<file path="src/rtl/an_encoder_n13_if.sv">
// Handshake bundle for the AN-code encoder: data/mask in, codeword out.
// The slave modport is the encoder; the master modport is the producer/consumer.
interface an_encoder_n13_if #(
   parameter int unsigned DATA_W = 3,
   parameter int unsigned CW_W   = 7
);
   logic              in_valid;
   logic              in_ready;
   logic [DATA_W-1:0] data;
   logic [CW_W-1:0]   inj_mask;
   logic              out_valid;
   logic              out_ready;
   logic [CW_W-1:0]   codeword;
   logic              busy;

   modport master (
      output in_valid, data, inj_mask, out_ready,
      input  in_ready, out_valid, codeword, busy
   );

   modport slave (
      input  in_valid, data, inj_mask, out_ready,
      output in_ready, out_valid, codeword, busy
   );
endinterface

</file>
<file path="src/rtl/an_encoder_n13.sv">
// Serial shift-and-add AN-code encoder: codeword = (data * A) ^ inj_mask.
// One bit of A per cycle, LSB first, so latency is always A_W cycles.
module an_encoder_n13 #(
   parameter int unsigned DATA_W = 3,
   parameter int unsigned A      = 13,
   parameter int unsigned A_W    = 4,
   parameter int unsigned CW_W   = DATA_W + A_W
) (
   input  logic                clk,
   input  logic                rst,
   an_encoder_n13_if.slave     bus
);
   localparam int unsigned IDX_W = (A_W > 1) ? $clog2(A_W) : 1;
   localparam logic [A_W-1:0] A_BITS = A_W'(A);
   localparam logic [IDX_W-1:0] IDX_LAST = IDX_W'(A_W - 1);

   typedef enum logic [1:0] {IDLE, CALC, DONE} state_t;

   state_t           state;
   logic [CW_W-1:0]  mcand;
   logic [CW_W-1:0]  mask;
   logic [CW_W-1:0]  acc;
   logic [CW_W-1:0]  acc_next;
   logic [IDX_W-1:0] idx;
   logic [CW_W-1:0]  codeword_q;
   logic             in_ready_q;
   logic             out_valid_q;
   logic             busy_q;

   always_comb begin
      acc_next = acc;
      if (A_BITS[idx]) acc_next = acc + (mcand << idx);
   end

   always_ff @(posedge clk or posedge rst) begin
      if (rst) begin
         state       <= IDLE;
         mcand       <= '0;
         mask        <= '0;
         acc         <= '0;
         idx         <= '0;
         codeword_q  <= '0;
         in_ready_q  <= 1'b1;
         out_valid_q <= 1'b0;
         busy_q      <= 1'b0;
      end else begin
         case (state)
            IDLE: begin
               if (bus.in_valid) begin
                  mcand      <= CW_W'(bus.data);
                  mask       <= bus.inj_mask;
                  acc        <= '0;
                  idx        <= '0;
                  in_ready_q <= 1'b0;
                  busy_q     <= 1'b1;
                  state      <= CALC;
               end
            end
            CALC: begin
               acc <= acc_next;
               if (idx == IDX_LAST) begin
                  // Final partial product goes straight into the output register.
                  idx         <= '0;
                  codeword_q  <= acc_next ^ mask;
                  out_valid_q <= 1'b1;
                  state       <= DONE;
               end else begin
                  idx <= idx + 1'b1;
               end
            end
            DONE: begin
               if (bus.out_ready) begin
                  out_valid_q <= 1'b0;
                  in_ready_q  <= 1'b1;
                  busy_q      <= 1'b0;
                  state       <= IDLE;
               end
            end
            default: state <= IDLE;
         endcase
      end
   end

   assign bus.in_ready  = in_ready_q;
   assign bus.out_valid = out_valid_q;
   assign bus.codeword  = codeword_q;
   assign bus.busy      = busy_q;
endmodule

</file>
<file path="src/flat_wrapper.sv">
// flat-port wrapper written by rule: the top's interface ports become plain ports
module an_encoder_n13_flat 
#(
   parameter int unsigned DATA_W = 3,
   parameter int unsigned A      = 13,
   parameter int unsigned A_W    = 4,
   parameter int unsigned CW_W   = DATA_W + A_W
)
  (clk, rst, bus_in_valid, bus_data, bus_inj_mask, bus_out_ready, bus_in_ready, bus_out_valid, bus_codeword, bus_busy);
  an_encoder_n13_if #(.DATA_W(DATA_W), .CW_W(CW_W)) bus_i ();
  input  logic clk;
  input  logic rst;
  input wire logic [$bits(bus_i.in_valid)-1:0] bus_in_valid;
  input wire logic [$bits(bus_i.data)-1:0] bus_data;
  input wire logic [$bits(bus_i.inj_mask)-1:0] bus_inj_mask;
  input wire logic [$bits(bus_i.out_ready)-1:0] bus_out_ready;
  output wire logic [$bits(bus_i.in_ready)-1:0] bus_in_ready;
  output wire logic [$bits(bus_i.out_valid)-1:0] bus_out_valid;
  output wire logic [$bits(bus_i.codeword)-1:0] bus_codeword;
  output wire logic [$bits(bus_i.busy)-1:0] bus_busy;
  assign bus_i.in_valid = bus_in_valid;
  assign bus_i.data = bus_data;
  assign bus_i.inj_mask = bus_inj_mask;
  assign bus_i.out_ready = bus_out_ready;
  assign bus_in_ready = bus_i.in_ready;
  assign bus_out_valid = bus_i.out_valid;
  assign bus_codeword = bus_i.codeword;
  assign bus_busy = bus_i.busy;
  an_encoder_n13 #(.DATA_W(DATA_W), .A(A), .A_W(A_W), .CW_W(CW_W)) u_core (.clk(clk), .rst(rst), .bus(bus_i));
endmodule
</file>
<file path="config.mk">
export PLATFORM = sky130hd
export DESIGN_NAME = an_encoder_n13_flat
export DESIGN_NICKNAME = d
export VERILOG_FILES = /design/src/rtl/an_encoder_n13_if.sv /design/src/rtl/an_encoder_n13.sv /design/src/flat_wrapper.sv
export SDC_FILE = /design/constraint.sdc
export NUM_CORES = 1
export LEC_CHECK = 0
export ABC_AREA = 1
export CAP_MARGIN = 25
export CORE_MARGIN = 5
export CORE_UTILIZATION = 54
export DETAILED_ROUTE_END_ITERATION = 12
export PLACE_DENSITY = 0.79
export SYNTH_ARGS = -nofsm -noshare
export SYNTH_HDL_FRONTEND = slang
export SYNTH_SLANG_ARGS = --single-unit
export TNS_END_PERCENT = 10
</file>
<file path="constraint.sdc">
create_clock -name clk -period 2.65 [get_ports clk]
set_input_delay 0.265 -clock clk [delete_from_list [all_inputs] [get_ports clk]]
set_output_delay 0.265 -clock clk [all_outputs]
set_load 0.03 [all_outputs]
</file>
Yosys cells after proc, flatten, opt, wreduce, memory -nomap -nowiden. Index checks and enable logic that the tools add are counted.

Output and inout port bits: 10. Bits of input ports: 14. Register bits after elaboration: 31. Word-level logic and storage cells: 50.

Reduce and logical (&&, ||, !) cells: 10. Magnitude comparators: 1. Equality and inequality tests: 6. Mux-type cells: 20. Add/sub/neg operators: 2. Shift operators: 1. Bitwise gates (word level): 1.

Operators with widths (count): 7-bit 2-to-1 mux (2); 7-bit one-hot mux with 2 select lines (1); 2-bit 2-to-1 mux (5); 3-bit AND reduction (3); 7-bit adder (1); 3-bit by 2-bit << shifter with 7-bit output (1); 7-bit XOR (1); 1-bit 2-to-1 mux (6); 1-bit one-hot mux with 2 select lines (3); 2-bit one-hot mux with 3 select lines (1); 2-bit AND reduction (3); 2-bit nonzero test (3); 2-bit == test (second input constant) (2); 2-bit inequality test (second input constant) (2); 2-bit one-hot mux with 2 select lines (1); 2-bit by 3-bit less-than comparator with 1-bit output (second input constant) (1); 2-bit by 1-bit adder with 2-bit output (second input constant) (1); 1-bit binary-select mux with 2-bit select (1); 2-bit by 1-bit == test with 1-bit output (second input constant) (1); 2-bit zero test (1); 2-bit by 1-bit inequality test with 1-bit output (second input constant) (1).

Depth between registers and ports, before layout. Gate-level depths: netlist (run 1).

Word-level depth: 4. Gate-level depth with buffers: 15. Mapped depth without buffers: 15.

Worst setup path before layout (run 1). Ideal clock, no wire load.

Path type: reg-to-reg. Start point: register u_core.idx[0]. End point: register u_core.codeword_q[2] (netlist: u_core.bus.codeword[2]). Data required time: 2.528 ns. Path slack: 0.675 ns. Arrival time: 1.853 ns. Stages on the path, launching flop included: 12. Setup time: 0.122 ns. Period minus slack after synthesis: 1.975 ns. Buffers on the path: 0. Cell sequence: dfrtp_1 -> inv_1 -> or2_1 -> o21ai_0 -> nor2_1 -> inv_1 -> fa_1 -> inv_1 -> a21oi_1 -> a22oi_1 -> xor2_1 -> o21ai_1.

Cells in the longest elaborated chain, start to end: 4. Elaborated cells between the ends (all ways): 8. Classes of those cells: add/sub (1); eq/ne (1); shift (1); mux (3); bitwise (1); reduce/logical (1).

RTL lines: from (decl) (RTL line an_encoder_n13.sv:24) `logic [IDX_W-1:0] idx;`; from (signal assigned) (RTL line an_encoder_n13.sv:68) `idx <= idx + 1'b1;`; 3-bit by 2-bit << shifter with 7-bit output or 1-bit binary-select mux with 2-bit select (tied branches) (RTL line an_encoder_n13.sv:32) `if (A_BITS[idx]) acc_next = acc + (mcand << idx);`; 7-bit adder or 1-bit 2-to-1 mux (tied branches) (RTL line an_encoder_n13.sv:32); 7-bit 2-to-1 mux (RTL line an_encoder_n13.sv:32); 7-bit XOR (RTL line an_encoder_n13.sv:64) `codeword_q <= acc_next ^ mask;`; to (signal assigned) (RTL line an_encoder_n13.sv:64); to (decl) (RTL line an_encoder_n13.sv:25) `logic [CW_W-1:0] codeword_q;`.

Several ways; a longest one is shown, not always the timed one. The select of a mux whose other input is x is not followed. A chain may end at the register's enable or synchronous reset.

Final worst setup path (run 1). Ends and elaborated chain as after synthesis.

==> flow_summary.yaml, run 1 <==
timing:
  minimum_clock_period_after_layout_ns: 2.223
  finalSetupTns_ns: 0
  setup_slack_ns: 0.4271
  grt_setup_unrepaired: "false"
  final_max_slew_viol_count: 0
  timing.max_slew.rel_slack_pct: 59.90
  finClkSkew_ns: 0.009793
  tightest_slew_ns: 0.6009
  hold_violations: 0
  final.period_utilization_pct: 83.88
  max_freq_mhz: 449.9
  setup_viol: 0
pwr:
  cellLeakagePower_nw: 1.070
  ir_worst_vdd_mv: 0.5977
  power_density_nw_per_um2: 1363
  total_power_mw: 2.857
drt:
  routedWlPerCell_um: 12.10
  first_iter_violations: 68
  detail_route.wirelength_mm: 3.544
  remaining_drc_errors: 0
  via_per_inst: 4.939
  vias: 1447
  detailedRoute.firstPassIterationCount: 4
  route.antenna.remaining_nets: 0
place:
  placedInstanceArea_sq_um: 2011
  place.gp.congestion: 0.8943
  place_inst: 285
  dp_hpwl_mm: 2.739
  dp_worst_setup_slack_ns: 0.4665
  port_buffers: 23
clock_tree:
  postCtsSetupRepairBufs: 0
  clock_path_buffers: 2
  hold_buffers: 0
  clk_latency_ns: 0.33
  gates_resized_cts_repair: 0
  num_cts_buffers: 5
  cts_root_buffer: "clkbuf_4"
  cts_sinks: 31
  cts.htree.levels: 2
  clock_transition_at_the_register_clock_pins_on_the_worst_setup_and_hold_paths_after_cts_ns: 0.10
  clock_tree_from_tritoncts: "built"
synthesis:
  synthesis.instances: 220
  synth_warnings: 0
  syn_area_sq_um: 1748
  synth_top_cells_by_area: "dfrtp_1, nand2_1, inv_1"
  syn_nets: 243
  synth_seq_area_share_pct: 44.45
  synth_area_per_cell_sq_um: 7.945
  post_synth_num_cell_types: 28
  ys_seq_elements: 31
  post-synth-top-area-cell: "dfrtp_1"
  netlist.area_leader.share_pct: 42.95
worst_setup_path:
  worstSetupStartpointType: "flop"
  crit_arrival_ns: 2.43
  cp_data_required_time_ns: 2.86
  cp_startpoint: "u_core.idx[0]$_DFFE_PP0P_"
  worstPathMaxFanout: 10
  setup.worst_path.class: "flop to flop"
  timing.rr.end: "u_core.bus.codeword[2]$_DFFE_PP0P_"
  rr_worst_depth: 11
  crit_path_end: "u_core.bus.codeword[2]$_DFFE_PP0P_"
  critPathCaptureType: "flop"
  worst-r2r-setup-slack_ns: 0.43
  worstReg2RegStart: "u_core.idx[0]$_DFFE_PP0P_"
outcome:
  run_status: "complete, no violations"
die:
  die_h_um: 66.90
  initial_utilization_pct: 56.79
  die_width_um: 66.90
  placementRows: 20
  ios: 24
  core_area_sq_um: 3078
  floorplan.die_area_sq_um: 4475
grt:
  global_route_wire_length_before_repair_mm: 6.154
  grtUsageTotal_pct: 18.54
  antenna_violations_before_repair: 0
  grt_pass1_vias: 1405
  gr-total-overflow: 0
  grt_max_degree: 18
flow_run:
  max_cap_viol_count: 0
layout:
  layout-drive-gt1-share_pct: 11.24
  mostFrequentLayoutCells: "nand2_1, dfrtp_1, inv_1"
  final_design_area_no_fill_sq_um: 2097
  final_cell_count_no_fill: 293
  layout.nets: 271
  insertedDiodeCount: 0
  mostFrequentLayoutCell: "nand2_1"
  layout-area-overhead-vs-synth_pct: 19.97
min_path:
  worstHoldPathType: "input pin to asynchronous set/reset pin"
## sequential cells by signal (all words and copies together), names as in the netlist
register / count
u_core.state: 2
u_core.mask: 7
u_core.bus.codeword: 7
u_core.acc: 7
u_core.bus.out_valid: 1
u_core.bus.in_ready: 1
u_core.mcand: 3
u_core.bus.busy: 1
u_core.idx: 2
## where the power goes
part | switching [mW] | internal, mW
Sequential | 0.155 | 0.696
Combinational | 1.02 | 0.608
Clock | 0.160 | 0.223
## synth_stat cells
| master | count |
|---|---|
| o21ai_2 | 1 |
| o22ai_1 | 3 |
| ha_1 | 8 |
| nand3_2 | 3 |
| o21ai_0 | 13 |
| buf_6 | 2 |
| xor2_1 | 2 |
| inv_2 | 5 |
| a22oi_1 | 1 |
| nand2_4 | 1 |
| nor2_1 | 6 |
| dfstp_2 | 1 |
| nand2_1 | 73 |
| nor2_2 | 1 |
| buf_4 | 1 |
| inv_1 | 27 |
| xnor2_1 | 1 |
| nand2_2 | 5 |
| fa_1 | 1 |
| dfrtp_1 | 30 |
| o31ai_1 | 1 |
| o21ai_1 | 5 |
| a21o_1 | 1 |
| nor2_4 | 2 |
| a21oi_1 | 3 |
| a22o_1 | 1 |
| or2_1 | 2 |
| nand3_1 | 20 |
## logic make-up (layout without fill, tap and decap cells)
kind of cell | count (synthesis) | in the layout | share of synthesized area (%)
simple gates | 113 | 113 | 29.21
buf+inv | 35 | 64 | 8.590
flops | 31 | 31 | 44.45
compound gates | 29 | 29 | 9.377
fa+ha+maj | 9 | 9 | 6.872
xor+xnor | 3 | 3 | 1.503
## layout make-up
cell class                      instances  area (sq um)
Sequential cell                        31         777.0
Clock inverter                          2         35.03
Inverter                               32         120.1
Multi-Input combinational cell        154         820.8
Tap cell                               44         55.05
Fill cell                             278         980.9
Timing Repair Buffer                   24         237.7
Clock buffer                            6         51.30
## worst min-delay path by stage
stage / slack (ns) / endpoint / depth (start not counted) / from
finish: 0.30 / u_core.acc[2]$_DFFE_PP0P_ / 2 / rst
CTS: 0.29 / u_core.acc[2]$_DFFE_PP0P_ / 2 / rst
global placement: 0.45 / u_core.bus.in_ready$_DFFE_PP1P_ / 2 / u_core.bus.in_ready$_DFFE_PP1P_
global route: 0.33 / u_core.acc[2]$_DFFE_PP0P_ / 2 / rst
floorplan: 0.36 / u_core.state[1]$_DFFE_PP0P_ / 1 / bus_out_ready
detailed placement: 0.46 / u_core.bus.in_ready$_DFFE_PP1P_ / 2 / u_core.bus.in_ready$_DFFE_PP1P_
## worst max-delay path: stages, from the launching register on
cell and delay (ns):
dfrtp_1 0.49, inv_1 0.12, or2_1 0.10, o21ai_0 0.09
nor2_1 0.16, inv_1 0.08, fa_1 0.42, inv_1 0.12
a21oi_1 0.07, a22oi_1 0.22, xor2_1 0.18, o21ai_1 0.07
## stage by stage
step / hold WS (ns) / util [%]
floorplan: 0.3615 / -
global placement: 0.4530 / 65.33
detailed placement: 0.4556 / 65.33
CTS: 0.2913 / 68.13
global route: 0.3293 / 68.13
finish: 0.2951 / 68.13
## metal layers
metal  track usage, %  wire (um)  up-vias
met5                0          0        -
met4            5.316         58        0
met3            6.745        180        6
met2            31.19       1683       32
met1            22.07       1621      648
li1                 -          -      761
No activity file was read; power rests on OpenSTA's default activity.
==> run 2, diff against run 1 <==
--- a/config.mk
+++ b/config.mk
@@ -8,9 +8,9 @@
 export ABC_AREA = 1
 export CAP_MARGIN = 25
 export CORE_MARGIN = 5
-export CORE_UTILIZATION = 54
+export CORE_UTILIZATION = 49
 export DETAILED_ROUTE_END_ITERATION = 12
-export PLACE_DENSITY = 0.79
+export PLACE_DENSITY = 0.75
 export SYNTH_ARGS = -nofsm -noshare
 export SYNTH_HDL_FRONTEND = slang
 export SYNTH_SLANG_ARGS = --single-unit
==> constraint.sdc (replaced) <==
create_clock -name clk -period 2 [get_ports clk]
set_input_delay 0.2 -clock clk [delete_from_list [all_inputs] [get_ports clk]]
set_output_delay 0.2 -clock clk [all_outputs]
set_load 0.03 [all_outputs]
==> flow_summary.yaml, run 2 (synthesized netlist as in run 1, its figures left out) <==
timing:
  final_max_slew_viol_count: 0
  setup_slack_ns: -0.002738
  hold_violations: 0
  setup_viol: 1
  final.period_utilization_pct: 100.1
  minimum_clock_period_after_layout_ns: 2.003
  timing.max_slew.rel_slack_pct: 64.13
  tightest_slew_ns: 0.5375
  max_freq_mhz: 499.3
  grt_setup_unrepaired: "true"
  finClkSkew_ns: 0.004626
drt:
  first_iter_violations: 77
  routedWlPerCell_um: 12.58
  via_per_inst: 4.964
  detailedRoute.firstPassIterationCount: 5
  route.antenna.remaining_nets: 0
  detail_route.wirelength_mm: 3.811
  vias: 1504
  remaining_drc_errors: 0
worst_setup_path:
  rr_worst_depth: 15
  crit_arrival_ns: 2.28
  timing.rr.end: "u_core.bus.codeword[3]$_DFFE_PP0P_"
  critPathCaptureType: "flop"
  setup.worst_path.class: "flop to flop"
  worstPathMaxFanout: 3
  worstReg2RegStart: "u_core.idx[0]$_DFFE_PP0P_"
  cp_common_cell: "nand2_2"
  critical-path-max-stage-delay_ns: 0.39
  cp_cell_sequence: "inv_2 -> or2_1 -> o21ai_2 -> nor2_2 -> buf_6 -> ha_4 -> nand2_2 -> nand2_2 -> nand2_2 -> or2_1 -> nand3_2 -> nand2_2 -> nand2_1 -> nand3_1 -> nand2_1"
  worst-r2r-setup-slack_ns: -0.003
  crit_buf_inv: 2
  cp_data_required_time_ns: 2.28
  worstSetupStartpointType: "flop"
  cp_top_family: "simple AND/OR/NAND/NOR gates"
  slowest_stage: "dfrtp_1"
layout:
  insertedDiodeCount: 0
  final_design_area_no_fill_sq_um: 2242
  layout-area-overhead-vs-synth_pct: 28.27
  mostFrequentLayoutCell: "nand2_1"
  layout.nets: 279
  layout-drive-gt1-share_pct: 20.62
  mostFrequentLayoutCells: "nand2_1, dfrtp_1, inv_1"
clock_tree:
  cts.htree.levels: 2
  clock_tree_from_tritoncts: "built"
  clock_transition_at_the_register_clock_pins_on_the_worst_setup_and_hold_paths_after_cts_ns: 0.10
  cts_root_buffer: "clkbuf_4"
  cts_sinks: 31
  hold_buffers: 0
  clk_latency_ns: 0.34
  clock_path_buffers: 2
  num_cts_buffers: 5
flow_run:
  max_cap_viol_count: 0
die:
  core_area_sq_um: 3390
  initial_utilization_pct: 51.57
  placementRows: 21
  die_width_um: 69.73
  ios: 24
  die_h_um: 69.73
  floorplan.die_area_sq_um: 4862
pwr:
  switching_share_pct: 46.12
  ir_worst_vdd_mv: 0.9955
  power.share.sequential_pct: 27.2
  relative_contribution_of_combinational_cells_to_total_power_pct: 60.3
  power_density_nw_per_um2: 1859
  p_int_mw: 2.245
  cellLeakagePower_nw: 1.116
  clockPowerShare_pct: 12.5
  power_switching_mw: 1.922
grt:
  grtUsageTotal_pct: 16.58
  global_route_wire_length_before_repair_mm: 6.479
  antenna_violations_before_repair: 0
  gr-total-overflow: 0
  grt_max_degree: 20
  grt_pass1_vias: 1434
min_path:
  worstHoldPathType: "input pin to asynchronous set/reset pin"
place:
  placedInstanceArea_sq_um: 2063
  dp_hpwl_mm: 2.792
  port_buffers: 23
  place.gp.congestion: 0.8866
  dp_worst_setup_slack_ns: -0.07273
outcome:
  violations: "negative setup slack"
  run_status: "complete, but fails checks"
run 2: changes by cell type in the layout (fill, tap and decap cells not counted), sizes merged:
cell  delta
buf      +8
run 2: cell type report:
class	count	area, sq um
multi-input combinational	154	887.1
clock inverter	2	35.03
fill	288	1147
tap	46	57.56
inverter	32	120.1
clock buffer	6	51.30
sequential	31	777.0
timing repair buffer	32	314.1
run 2: per-stage QoR:
step / setup TNS (ns) / power, mW / hold slack (ns) / cells / utilization, %
final: -0.002738 / 4.168 / 0.1968 / 303 / 66.15
after global routing: -1.092 / 4.559 / 0.2472 / 303 / 66.15
after CTS: 0 / 3.996 / 0.2084 / 303 / 64.27
after detailed placement: -0.2481 / 3.385 / 0.4536 / 292 / 60.87
after global placement: 0 / 3.330 / 0.4532 / 292 / 60.87
after floorplan: 0 / 2.754 / 0.2965 / 220 / -
run 2: worst max path at each step:
stage                     slack (ns)  cells after the start                            endpoint                       from
after floorplan                 0.03                     11  u_core.bus.codeword[2]$_DFFE_PP0P_  u_core.idx[0]$_DFFE_PP0P_
after global placement          0.01                     10  u_core.bus.codeword[1]$_DFFE_PP0P_  u_core.idx[0]$_DFFE_PP0P_
after detailed placement       -0.07                     11  u_core.bus.codeword[2]$_DFFE_PP0P_  u_core.idx[0]$_DFFE_PP0P_
after CTS                      0.002                     14  u_core.bus.codeword[3]$_DFFE_PP0P_  u_core.idx[0]$_DFFE_PP0P_
after global routing           -0.18                     15  u_core.bus.codeword[3]$_DFFE_PP0P_  u_core.idx[0]$_DFFE_PP0P_
final                         -0.003                     15  u_core.bus.codeword[3]$_DFFE_PP0P_  u_core.idx[0]$_DFFE_PP0P_
run 2: layer usage:
metal | GRT usage (%) | vias to the layer above | routed length [um]
met4 | 5.106 | 0 | 63
met5 | 0 | - | 0
met2 | 28.50 | 31 | 1878
met3 | 4.783 | 8 | 206
met1 | 19.98 | 689 | 1662
li1 | - | 776 | -
run 2: what timing repair did:
action / in CTS / in global routing
setup buffers: 3 / 0
gates resized for setup: 7 / 16
pin swaps: 3 / 14
endpoints found under the setup margin: 7 / 11
run 2: power by group through the flow:
| stage | clock network, mW | logic (mW) | registers, mW |
|---|---|---|---|
| global placement | 0 | 2.21 | 1.12 |
| detailed placement | 0 | 2.26 | 1.12 |
| global route | 0.559 | 2.83 | 1.17 |
| floorplan | 0 | 1.48 | 1.27 |
| finish | 0.520 | 2.51 | 1.13 |
| CTS | 0.532 | 2.35 | 1.12 |
==> run 3, diff against run 2 <==
==> constraint.sdc (replaced) <==
create_clock -name clk -period 1.6 [get_ports clk]
set_input_delay 0.16 -clock clk [delete_from_list [all_inputs] [get_ports clk]]
set_output_delay 0.16 -clock clk [all_outputs]
set_load 0.03 [all_outputs]
==> flow_summary.yaml, run 3 (synthesized netlist as in run 1, its figures left out) <==
timing:
  finClkSkew_ns: 0.001470
  minimum_clock_period_after_layout_ns: 1.952
  setup_slack_ns: -0.3521
  tightest_slew_ns: 0.3858
  grt_setup_unrepaired: "true"
  finalSetupTns_ns: -3.205
  holdWs_ns: 0.1994
  timing.max_slew.rel_slack_pct: 74.28
  hold_violations: 0
  setup_viol: 12
  final.period_utilization_pct: 122.0
  max_freq_mhz: 512.3
  final_max_slew_viol_count: 0
clock_tree:
  clock_transition_at_the_register_clock_pins_on_the_worst_setup_and_hold_paths_after_cts_ns: 0.09
  hold_buffers: 0
  clock_path_buffers: 2
  cts.htree.levels: 2
  cts_root_buffer: "clkbuf_4"
  cts_sinks: 31
  clk_latency_ns: 0.33
  num_cts_buffers: 5
  clock_tree_from_tritoncts: "built"
drt:
  via_per_inst: 4.775
  detail_route.wirelength_mm: 3.730
  vias: 1504
  detailedRoute.firstPassIterationCount: 5
  route.antenna.remaining_nets: 0
  first_iter_violations: 64
  remaining_drc_errors: 0
  routedWlPerCell_um: 11.84
worst_setup_path:
  slowest_stage: "dfrtp_2"
  critical-path-max-stage-delay_ns: 0.44
  worstSetupStartpointType: "flop"
  setup.worst_path.class: "flop to flop"
  worstPathMaxFanout: 5
  cp_top_family: "simple AND/OR/NAND/NOR gates"
  cp_cell_sequence: "inv_2 -> or2_1 -> o21ai_2 -> nor2_2 -> inv_1 -> fa_2 -> inv_2 -> nand2_2 -> a21o_1 -> nand3_2 -> nand2_2 -> nand2_1 -> nand3_1 -> nand2_1"
  crit_buf_inv: 3
  crit_arrival_ns: 2.23
  cp_data_required_time_ns: 1.88
  critPathCaptureType: "flop"
grt:
  grtUsageTotal_pct: 16.88
  grt_pass1_vias: 1484
  antenna_violations_before_repair: 0
  grt_max_degree: 32
  gr-total-overflow: 0
  global_route_wire_length_before_repair_mm: 6.568
die:
  die_h_um: 69.73
  initial_utilization_pct: 51.57
  ios: 24
  die_width_um: 69.73
  core_area_sq_um: 3390
  placementRows: 21
  floorplan.die_area_sq_um: 4862
layout:
  mostFrequentLayoutCells: "nand2_1, dfrtp_1, inv_1"
  layout.nets: 291
  layout-drive-gt1-share_pct: 24.54
  mostFrequentLayoutCell: "nand2_1"
  insertedDiodeCount: 0
  layout-area-overhead-vs-synth_pct: 31.85
  final_cell_count_no_fill: 315
  postLayoutCoreUtil_pct: 68.00
pwr:
  ir_worst_vdd_mv: 1.174
  switching_share_pct: 45.73
  clockPowerShare_pct: 9.7
  power_switching_mw: 2.402
  cellLeakagePower_nw: 1.167
  relative_contribution_of_combinational_cells_to_total_power_pct: 63.6
  power.share.sequential_pct: 26.7
  p_int_mw: 2.850
  power_density_nw_per_um2: 2279
min_path:
  worstHoldPathType: "input pin to asynchronous set/reset pin"
outcome:
  violations: "negative setup slack"
  run_status: "complete, but fails checks"
place:
  dp_worst_setup_slack_ns: -0.3957
  port_buffers: 23
  place.gp.congestion: 0.8748
  dp_hpwl_mm: 2.803
  place_inst: 304
flow_run:
  max_cap_viol_count: 0
run 3: changes by cell type in the layout (fill, tap and decap cells not counted), moves of 3 or more:
cell / change
nand2_2: -3
o21ai_2: -3
buf_4: +13
o21ai_1: +3
nand2_1: +3
run 3: worst paths after layout:
kind,slack (ns),endpoint,depth (start not counted),start
setup reg to reg,-0.35,u_core.bus.codeword[4]$_DFFE_PP0P_,14,u_core.idx[0]$_DFFE_PP0P_
hold / removal,0.20,u_core.bus.codeword[6]$_DFFE_PP0P_,3,rst
min in group clk,0.36,u_core.mask[2]$_DFFE_PP0P_,3,bus_inj_mask[2]
hold reg to reg,0.46,u_core.bus.in_ready$_DFFE_PP1P_,2,u_core.bus.in_ready$_DFFE_PP1P_
setup / recovery,-0.35,u_core.bus.codeword[4]$_DFFE_PP0P_,14,u_core.idx[0]$_DFFE_PP0P_
max in group asynchronous,1.09,u_core.bus.in_ready$_DFFE_PP1P_,3,rst
run 3: cell type report:
type	count	area, sq um
fillers	273	1085
multi-input cells	154	879.6
flip-flops and latches	31	779.5
repair buffers	44	399.1
inverters	32	120.1
clock buffers	8	68.82
well taps	46	57.56
run 3: tightest hold or removal path, delay by kind of cell:
family | cells | cell delay (ns)
buffers and inverters | 3 | 0.79
run 3: what timing repair did:
action,in CTS,in global routing
setup endpoints to repair,15,14
resized for setup,12,4
pin swaps,15,5
buffers inserted,2,1
endpoints found under the hold margin,0,0
run 3: layer usage:
metal | global-route usage, % | routed length (um) | vias up
li1 | - | - | 801
met1 | 19.80 | 1661 | 676
met2 | 29.34 | 1871 | 23
met3 | 5.072 | 155 | 4
met4 | 5.532 | 42 | 0
met5 | 0 | 0 | -
run 3: per-stage QoR:
| stage | total power, mW | area, sq um |
|---|---|---|
| final | 5.253 | 2305 |
| after global routing | 5.741 | 2305 |
| after CTS | 5.216 | 2296 |
| after global placement | 4.483 | 2168 |
| after floorplan | 3.508 | 1763 |
| after detailed placement | 4.535 | 2168 |
run 3: power groups by stage:
stage,Combinational (mW),Sequential (mW),Clock [mW]
global placement,3.08,1.40,0
detailed placement,3.12,1.41,0
finish,3.34,1.40,0.512
floorplan,1.91,1.60,0
CTS,3.29,1.40,0.528
global route,3.72,1.45,0.571
